--- src/rtl/prog_interval_timer.sv ---
// ---------------------------------------------------------------------------
// prog_interval_timer
//
// Programmable interval timer. A prescaler divides clk into base ticks of
// PRESCALE cycles. A loadable down-counter counts N base ticks and then
// emits a single-cycle timeout pulse. The timer can be started, restarted
// and aborted, and enable freezes it. With PIT_PERIODIC_EN defined, a run
// started with periodic=1 auto-reloads and keeps producing timeouts.
//
// Optional feature macro: PIT_PERIODIC_EN (enables periodic auto-reload).
//
// Parameters:
//   PRESCALE   clock cycles per base tick (>= 1)
//   CNT_W      width of the tick count
// Ports:
//   clk        system clock, rising edge
//   rst        asynchronous reset, active low
//   enable     advance prescaler/counter when high, freeze when low
//   start      single-cycle start/restart request, latches load_val
//   stop       single-cycle abort, highest priority
//   periodic   auto-reload select, sampled at start
//   load_val   base ticks per period (N)
//   timeout    one-cycle pulse at the end of each period (registered)
//   busy       high while running (registered)
//   remaining  base ticks left in the current period (registered)
// ---------------------------------------------------------------------------
module prog_interval_timer #(
    parameter int unsigned PRESCALE = 5_000_000,
    parameter int unsigned CNT_W    = 8
) (
    input  logic             clk,
    input  logic             rst,
    input  logic             enable,
    input  logic             start,
    input  logic             stop,
    input  logic             periodic,
    input  logic [CNT_W-1:0] load_val,
    output logic             timeout,
    output logic             busy,
    output logic [CNT_W-1:0] remaining
);

    localparam int unsigned PRE_W = (PRESCALE > 1) ? $clog2(PRESCALE) : 1;
    localparam logic [PRE_W-1:0] PRE_MAX = PRE_W'(PRESCALE - 1);

    typedef enum logic {
        IDLE = 1'b0,
        RUN  = 1'b1
    } state_e;

    state_e           state_q, state_d;
    logic [PRE_W-1:0] presc_q, presc_d;
    logic [CNT_W-1:0] period_q, period_d;
    logic [CNT_W-1:0] remaining_q, remaining_d;
    logic             timeout_q, timeout_d;

    // A valid (re)start: stop wins, and a zero count never loads.
    logic load_c;
    logic reload_c;

    assign load_c = !stop && start && (load_val != '0);

`ifdef PIT_PERIODIC_EN
    logic mode_q, mode_d;

    // Mode is captured only on a valid (re)start.
    always_comb begin
        mode_d = mode_q;
        if (load_c) begin
            mode_d = periodic;
        end
    end

    always_ff @(posedge clk or negedge rst) begin
        if (!rst) begin
            mode_q <= 1'b0;
        end else begin
            mode_q <= mode_d;
        end
    end

    assign reload_c = mode_q;
`else
    logic unused_periodic;

    // Every run is one-shot; the periodic input has no effect.
    assign unused_periodic = periodic;
    assign reload_c        = 1'b0;
`endif

    // Next-state and counter logic.
    always_comb begin
        state_d     = state_q;
        presc_d     = presc_q;
        period_d    = period_q;
        remaining_d = remaining_q;
        timeout_d   = 1'b0;

        if (stop) begin
            state_d     = IDLE;
            presc_d     = '0;
            remaining_d = '0;
        end else if (start) begin
            if (load_c) begin
                state_d     = RUN;
                presc_d     = '0;
                period_d    = load_val;
                remaining_d = load_val;
            end else if (state_q == RUN) begin
                // Restart with a zero count behaves as an abort.
                state_d     = IDLE;
                presc_d     = '0;
                remaining_d = '0;
            end
        end else if ((state_q == RUN) && enable) begin
            if (presc_q == PRE_MAX) begin
                presc_d = '0;
                if (remaining_q == CNT_W'(1)) begin
                    timeout_d = 1'b1;
                    if (reload_c) begin
                        remaining_d = period_q;
                    end else begin
                        remaining_d = '0;
                        state_d     = IDLE;
                    end
                end else begin
                    remaining_d = remaining_q - CNT_W'(1);
                end
            end else begin
                presc_d = presc_q + PRE_W'(1);
            end
        end
    end

    // State and counter registers.
    always_ff @(posedge clk or negedge rst) begin
        if (!rst) begin
            state_q     <= IDLE;
            presc_q     <= '0;
            period_q    <= '0;
            remaining_q <= '0;
            timeout_q   <= 1'b0;
        end else begin
            state_q     <= state_d;
            presc_q     <= presc_d;
            period_q    <= period_d;
            remaining_q <= remaining_d;
            timeout_q   <= timeout_d;
        end
    end

    assign timeout   = timeout_q;
    assign busy      = (state_q == RUN);
    assign remaining = remaining_q;

endmodule

--- config.mk ---
export PLATFORM = sky130hd
export DESIGN_NAME = prog_interval_timer
export DESIGN_NICKNAME = d
export VERILOG_FILES = /design/src/rtl/prog_interval_timer.sv
export SDC_FILE = /design/constraint.sdc
export NUM_CORES = 1
export LEC_CHECK = 0
export CORE_MARGIN = 4
export CORE_UTILIZATION = 60
export DETAILED_ROUTE_END_ITERATION = 8
export PLACE_DENSITY_LB_ADDON = 0.12
export SLEW_MARGIN = 20
export SYNTH_ARGS = -nofsm -noshare
export SYNTH_HDL_FRONTEND = slang
export SYNTH_SLANG_ARGS = --single-unit
--- constraint.sdc ---
create_clock -name clk -period 4.5 [get_ports clk]
set_input_delay 0.45 -clock clk [delete_from_list [all_inputs] [get_ports clk]]
set_output_delay 0.45 -clock clk [all_outputs]
set_load 0.03 [all_outputs]
==> metrics.md, run 1 <==
| Metric | Value |
|---|---|
| Number of flops mapped to enable cells by yosys | 0 |
| Final GP Congestion | 0.867 |
| Relative max-transition margin | about two fifths |
| Post-cts repair resize count | 0 |
| Critical path capture point type | register |
| Clock Skew | 6.38 ps |
| Root buffer cell | clkbuf_4 |
| Total number of vias | 1982 |
| Finished Layout Cells | 299 |
| CTS tree | yes |
| Final Setup Violations | 0 |
| #FFs+latches synth | 33 |
| Clock latency at the later pin of the worst-skew pair | 340 ps |
| Clock-pin transition on the worst setup and hold timing paths | 100 ps |
| Worst hold margin | slightly below 500 ps |
| Hold buffers post-CTS | 0 |
| Die ar. | approximately 4400 µm² |
| Syn Inst Count | 240 |
| First-pass GRT wire length | 8510 µm |
| Number of I/O port buffers | 22 |
| DRC | 0 |
| Worst Path Max Fanout | 24 |
| Register area share after synthesis | 40.2% |
| Num rows | 20 |
| Peak Freq | 373 MHz |
| Post-synth net total | between 200 and 300 |
| Share of the clock period used by the worst path | between 50% and 60% |
| Synth top area share | 40.2% |
| GRT Overall Usage | 25.1% |
| Leak pwr | 0.000920 µW |
| Initial antenna violation count | 0 |
| Synth area leaders | dfrtp_1, a21oi_1, o21ai_0 |
| Async set-reset flop share out of synthesis | 100% |
| Post-CTS Setup Bufs | 0 |
| Syn Std Cell Area | 2050 µm² |
| DP Wirelength | around 3300 µm |
| Height of the chip | ~66 µm |
| Ant. Diodes | 0 |
| Placeable Area | 3150 µm² |
| Vias per std cell | 6.63 |
| Worst-Margin Slew | 929 ps |
| Pin count of the biggest net entering global routing | 34 |
| Mean post-synth cell area | 8.55 µm² |
| Critical path type | primary input to register |
| Synth cell count leaders | dfrtp_1, a21oi_1, nand2_1 |
| Multi-input logic area | 1140 µm² |
| H-Tree Depth | 2 |
| R2R depth | 5 |
| Vias in the first global route | 1731 |
| Top FF cell, synth | dfrtp_1 |
| Total placed cells including tap cells | 291 |
| Power per cell area | about 280 nW/µm² |
| Nets | 271 |
| Cell with the most instances after synthesis | dfrtp_1 |
| Setup TNS | 0 ps |
| Routed WL | roughly 5000 µm |
| Maxcap violations | 0 |
| Fillcell total | 257 |
| Data arrival, critical path | 2940 ps |
| 1st-iter DRT viols | 224 |
| RSZ-0062 raised after global routing | no |
| Peak supply drop | 0.199 mV |
| Routed Antenna Nets | 0 |
| Synth-to-layout area growth | 13.0% |
| Starting Density | 65.1% |
| Outcome | complete, no violations |
| Gr ovfl total | 0 |
| Pins Over Slew Limit | 0 |
| Synth area leader | dfrtp_1 |
| Minimum clock period | about 2700 ps |
| Reg area | around 830 µm² |
| Min-delay worst type | register to register |
| Total CTS buffers | 5 |
| Clock tree buffer depth | 2 |
| Setup crit start kind | primary input |
| R2R Setup Slk | 1900 ps |
| Die width | about 66 µm |
| # IOs | 24 |
| DR WL/cell | 16.3 µm |
| Netlist cell types | between 50 and 60 |
| TritonRoute pass-1 iters | 4 |
| Worst endpoint required time | 4760 ps |
| Hold path cells | 1 |
| Fraction of layout cells with a size suffix above 1 | under 10% |
| # clock sinks | 33 |
| Fin. Hold Viols | 0 |
| Synth Warn # | 0 |
-- metrics by stage --
step | util (%) | total power, µW | area (µm²) | setup WS [ps]
after floorplan | - | 425 | 2050 | 2220
after global placement | 71.9 | 484 | 2270 | 1540
after detailed placement | 71.9 | 484 | 2270 | 1530
after CTS | 73.6 | 646 | 2320 | 1890
after global routing | 73.6 | 679 | 2320 | 1620
final | 73.6 | 644 | 2320 | 1820
-- routing by layer --
layer  vias to the layer above  wire length, µm  global-route usage [%]
met2                        79             2110                    34.6
met4                         0               74                    7.87
met5                         -                0                       0
met3                         7              383                    4.72
li1                        959                -                       -
met1                       937             2310                    39.1
-- placed cells by master (no fill, tap or decap), types with 3 or more instances in the layout --
master and instances:
a41oi_1 6, nand3_1 10, and2_1 3, o21ai_1 4
nand4_1 4, clkbuf_4 5, clkdlybuf4s50_1 22, nor3_1 11
and3_1 5, nor4b_1 3, ha_1 3, nor2_1 15
o31ai_1 8, dfrtp_1 33, inv_1 5, a22o_1 4
nor2b_1 3, nand2_1 21, o21ai_0 17, a21oi_1 21
a31oi_1 11
-- power breakdown --
part	switching, µW	internal (µW)	total (µW)
clock	103	59.5	163
combinational	92.5	62.9	155
sequential	17.6	308	326
total	214	431	644
-- cells by family (layout without fill, tap and decap cells) --
kind of cell | Yosys count | after routing | synth area share [%]
fa+ha+maj | 3 | 3 | 1.83
simple gates | 93 | 93 | 24.7
compound gates | 88 | 88 | 28.0
flops | 33 | 33 | 40.2
mux | 2 | 2 | 1.04
buf+inv | 21 | 36 | 4.15
-- worst max-delay path, cell delays in order --
cell and delay, ps:
clkdlybuf4s50_1 750, nor2_1 440, o31a_1 820, o21ai_0 240, a31oi_1 230
-- path summary, 6_finish.rpt --
kind | endpoint | from
min in group asynchronous | timeout | rst
setup / recovery | presc_q[13] | start
max in group asynchronous | presc_q[3] | rst
hold / removal | presc_q[19] | presc_q[19]
hold reg to reg | presc_q[19] | presc_q[19]
setup reg to reg | remaining[3] | presc_q[13]
-- registers in the layout, summed over array words and instances (netlist names) --
signal     flops
remaining      8
timeout        1
busy           1
presc_q       23
-- layout make-up --
class | count | area share, %
Sequential cell | 33 | 35.6
Inverter | 5 | 0.809
Timing Repair Buffer | 23 | 9.82
Clock inverter | 2 | 0.432
Clock buffer | 6 | 1.78
Tap cell | 44 | 2.37
Multi-Input combinational cell | 186 | 49.2
(Power assumes the default switching activity.)
==> run 2, diff against run 1 <==
CORE_UTILIZATION = 50   (was 60)
clock period = 2.46 ns   (was 4.5 ns; I/O delays follow)
==> metrics.md, run 2 (synthesized netlist as in run 1, its figures left out) <==
| Metric | Value |
|---|---|
| Pin count of the biggest net entering global routing | 34 |
| # IOs | 24 |
| Final Setup Violations | 0 |
| NetSw | 411 µW |
| First-pass GRT wire length | 9380 µm |
| Ant. Diodes | 0 |
| Clock-pin transition on the worst setup and hold timing paths | 70 ps |
| Peak Freq | between 400 and 500 MHz |
| DR WL/cell | 16.8 µm |
| Num rows | 23 |
| Worst Path Max Fanout | 21 |
| Gr ovfl total | 0 |
| Worst-Margin Slew | 841 ps |
| 1st-iter DRT viols | roughly 170 |
| Hold buffers post-CTS | 0 |
| Setup TNS | 0 ps |
| DP Wirelength | 3850 µm |
| Fraction of layout cells with a size suffix above 1 | 11.5% |
| Placeable Area | 3970 µm² |
| Final GP Congestion | 0.883 |
| Starting Density | 51.7% |
| Commonest non-fill, non-tap cells in the layout | dfrtp_1, clkdlybuf4s50_1, nand2_1, a21oi_1, o21ai_0 |
| Max FFs per register | 23 |
| Initial antenna violation count | 0 |
| Routed Antenna Nets | 0 |
| Outcome | complete, no violations |
| Minimum clock period | 2360 ps |
| Setup crit start kind | register |
| Final core utilization | between 60% and 70% |
| Power per cell area | 572 nW/µm² |
| Synth-to-layout area growth | 22.7% |
| Leak pwr | 0.00103 µW |
| Peak supply drop | between 0.3 and 0.4 mV |
| H-Tree Depth | 2 |
| Worst path top cell family by delay | simple AND/OR/NAND/NOR gates |
| Data arrival, critical path | between 2000 and 3000 ps |
| Fin. Hold Viols | 0 |
| Seq pwr share | between 40 and 50% |
| Clock Skew | 4.58 ps |
| CP max-delay cell | o31a_1 |
| Worst path buffer plus inverter count | 0 |
| RSZ-0062 raised after global routing | no |
| Post-cts repair resize count | 0 |
| Pint | 1030 µW |
| Routed WL | 5370 µm |
| Maxcap violations | 0 |
| Vias in the first global route | 1941 |
| Most flop-heavy register | presc_q |
| Share of the clock period used by the worst path | 96.1% |
| Vias per std cell | 6.34 |
| TritonRoute pass-1 iters | 4 |
| Critical path capture point type | register |
| CTS tree | yes |
| Number of I/O port buffers | 22 |
| Commonest non-fill, non-tap cell in the layout | dfrtp_1 |
| Root buffer cell | clkbuf_8 |
| Die width | a little over 70 µm |
| R2R Setup Slk | 100 ps |
| Pins Over Slew Limit | 0 |
| Worst endpoint required time | 2640 ps |
| Relative max-transition margin | 43.9% |
| Height of the chip | 72.1 µm |
| Post-CTS Setup Bufs | 0 |
| Clock tree buffer depth | 2 |
| Total number of vias | just over 2000 |
| Min-delay worst type | primary input to async pin |
| Proportion of power drawn by the clock network | 37.0% |
| Crit-path max cell delay | 590 ps |
| Net Sw Frac | 28.5% |
| GRT Overall Usage | 23.0% |
| Critical path type | register to register |
| Crit path cell chain | nand4bb_1 > or4_4 > o31a_1 > nor2b_1 > a22o_1 |
| Clock latency at the later pin of the worst-skew pair | about 290 ps |
| Post-route cell area | 2520 µm² |
| Total CTS buffers | 5 |
| DRC | 0 |
| Placed Area | ~2400 µm² |
| Logic pwr share | between 20 and 25% |
| Nets | about 290 |
| Die ar. | 5190 µm² |
| # clock sinks | 33 |
==> run 2: stage by stage <==
step	hold slack, ps	worst slack [ps]	cells	total power [µW]
final	359	97.1	320	1440
after global placement	467	163	312	917
after detailed placement	480	113	312	916
after CTS	380	108	320	1450
after global routing	409	16.1	320	1510
after floorplan	-49.6	183	240	777
==> run 2: area by class of cell <==
cell class	count	area, µm²
Clock buffer	7	86.3
Clock inverter	1	30.0
Fill cell	345	1450
Inverter	5	18.8
Multi-Input combinational cell	186	1140
Sequential cell	33	826
Tap cell	50	62.6
Timing Repair Buffer	38	353
==> run 2: final timing paths <==
kind,from,end,depth (start not counted)
max,presc_q[13],presc_q[5],5
min,rst,presc_q[19],2
max reg2reg,presc_q[13],presc_q[5],5
min reg2reg,presc_q[19],presc_q[19],1
max in group asynchronous,rst,presc_q[7],2
min in group clk,presc_q[19],presc_q[19],1
==> run 2: per-layer routing <==
layer	global-route usage (%)	vias to the layer above	routed length, µm
li1	-	982	-
met1	32.3	977	2460
met2	35.4	59	2490
met3	4.02	11	330
met4	8.56	0	90
met5	0	-	0
==> run 2: power by group through the flow <==
stage / Clock, µW / Combinational (µW) / Sequential, µW
after floorplan: 0 / 135 / 642
after global placement: 0 / 310 / 607
after detailed placement: 0 / 311 / 606
after CTS: 542 / 311 / 596
after global routing: 561 / 342 / 602
final: 533 / 311 / 597
==> run 3, diff against run 2 <==
--- a/config.mk
+++ b/config.mk
@@ -9,5 +9,5 @@
 export CORE_UTILIZATION = 50
 export DETAILED_ROUTE_END_ITERATION = 8
-export PLACE_DENSITY_LB_ADDON = 0.12
+export PLACE_DENSITY_LB_ADDON = 0.05
 export SLEW_MARGIN = 20
 export SYNTH_ARGS = -nofsm -noshare
==> constraint.sdc (replaced) <==
create_clock -name clk -period 2.46 [get_ports clk]
set_input_delay 0.246 -clock clk [delete_from_list [all_inputs] [get_ports clk]]
set_output_delay 0.246 -clock clk [all_outputs]
set_load 0.1 [all_outputs]
==> metrics.md, run 3 (synthesized netlist as in run 1, its figures left out) <==
| Metric | Value |
|---|---|
| Crit-path max cell delay | roughly 530 ps |
| Critical path capture point type | register |
| Reg area | 831 µm² |
| Number of I/O port buffers | 22 |
| Worst-Margin Slew | ~410 ps |
| Final core utilization | 63.6% |
| Root buffer cell | clkbuf_8 |
| Fin. Hold Viols | 0 |
| Height of the chip | 72.1 µm |
| DP Wirelength | 3980 µm |
| Min-delay worst type | primary input to async pin |
| Routed WL | 5500 µm |
| Starting Density | between 50% and 60% |
| TritonRoute pass-1 iters | 4 |
| Nets | 288 |
| # clock sinks | 33 |
| First-pass GRT wire length | 9430 µm |
| Most flop-heavy register | presc_q |
| Final GP Congestion | 0.859 |
| GRT Overall Usage | between 20% and 30% |
| Worst path top cell family by delay | compound AO/OA/AOI/OAI gates |
| Synth-to-layout area growth | 23.0% |
| Die ar. | 5190 µm² |
| H-Tree Depth | 2 |
| # IOs | 24 |
| Power per cell area | 620 nW/µm² |
| DRC | 0 |
| Commonest non-fill, non-tap cell in the layout | dfrtp_1 |
| Worst Path Max Fanout | 18 |
| Share of the clock period used by the worst path | 93.3% |
| Peak supply drop | 0.408 mV |
| Clock Skew | between 10 and 15 ps |
| Total CTS buffers | 5 |
| Worst hold margin | 353 ps |
| Total placed cells including tap cells | between 300 and 400 |
| Leak pwr | 0.00105 µW |
| Vias in the first global route | 1868 |
| Total number of vias | 2037 |
| CP max-delay cell | or4_4 |
| Clock tree buffer depth | 2 |
| Commonest non-fill, non-tap cells in the layout | dfrtp_1, buf_4, nand2_1, a21oi_1, o21ai_0 |
| Die width | roughly 72 µm |
| Data arrival, critical path | 2460 ps |
| Placeable Area | 3970 µm² |
| 1st-iter DRT viols | 167 |
| Crit path cell chain | nand4bb_1 > or4_4 > o31a_1 > buf_12 > o31ai_1 > o31ai_2 |
| DR WL/cell | about 17 µm |
| Vias per std cell | 6.33 |
| Post-cts repair resize count | 0 |
| Ant. Diodes | 0 |
| Worst endpoint required time | 2630 ps |
| Pins Over Slew Limit | 0 |
| Hold buffers post-CTS | 0 |
| Worst path buffer plus inverter count | 1 |
| Maxcap violations | 0 |
| RSZ-0062 raised after global routing | no |
| Max FFs per register | 23 |
| Setup crit start kind | register |
| Fillcell total | 379 |
| CTS tree | yes |
| Initial antenna violation count | 0 |
| Clock-pin transition on the worst setup and hold timing paths | 80 ps |
| Multi-input logic area | 1140 µm² |
| Critical path type | register to register |
| Num rows | 23 |
| Gr ovfl total | 0 |
| Routed Antenna Nets | 0 |
| Fraction of layout cells with a size suffix above 1 | 16.5% |
| Clock latency at the later pin of the worst-skew pair | 290 ps |
| Peak Freq | 436 MHz |
| Final Setup Violations | 0 |
| Pin count of the biggest net entering global routing | 34 |
| Finished Layout Cells | 322 |
| Post-CTS Setup Bufs | 0 |
| Setup TNS | 0 ps |
| Relative max-transition margin | 72.2% |
| Minimum clock period | 2300 ps |
| Outcome | complete, no violations |
-- run 3: cell types whose count changed in the layout (fill, tap and decap cells not counted), sizes merged --
cell	before	now
buf	16	28
clkdlybuf4s50	22	12
-- run 3: final timing paths --
path | start | end | slack, ps | depth (start not counted)
max | presc_q[16] | remaining[3] | 160 | 6
min | rst | presc_q[21] | 350 | 2
max reg2reg | presc_q[16] | remaining[3] | 160 | 6
min reg2reg | presc_q[22] | presc_q[22] | 510 | 1
max in group asynchronous | rst | remaining[1] | 1760 | 2
min in group clk | presc_q[22] | presc_q[22] | 510 | 1
-- run 3: stage by stage --
step	power (µW)	area, µm²	setup slack, ps
3_5_place_dp	1030	2410	183
2_1_floorplan	894	2060	14.2
3_3_place_gp	1030	2410	205
5_1_grt	1620	2520	90.8
6_report	1560	2520	164
4_1_cts	1570	2520	173
-- run 3: final cells by class --
| class | count | area share [%] |
|---|---|---|
| multi-input combinational | 186 | 45.2 |
| sequential | 33 | 32.9 |
| timing repair buffer | 40 | 14.1 |
| clock buffer | 7 | 3.42 |
| tap | 50 | 2.48 |
| clock inverter | 1 | 1.19 |
| inverter | 5 | 0.743 |
-- run 3: worst register-to-register path: stages (launching register included) --
cell and delay, ps:
dfrtp_1 430, nand4bb_1 190, or4_4 530, o31a_1 430, buf_12 200, o31ai_1 280
o31ai_2 100
-- run 3: layer usage --
layer  GRT usage [%]  up-vias  share of wire, %
met4            8.98        0               1.1
met5               0        -                 0
met2            32.3       56                45
met1            35.2      988                48
li1                -      986                 -
met3            4.43        7               5.9
-- run 3: power breakdown --
part           switching [µW]  leakage (µW)  internal [µW]
registers                32.4      0.000450            566
logic                     298      0.000544            128
clock network             210     0.0000585            330
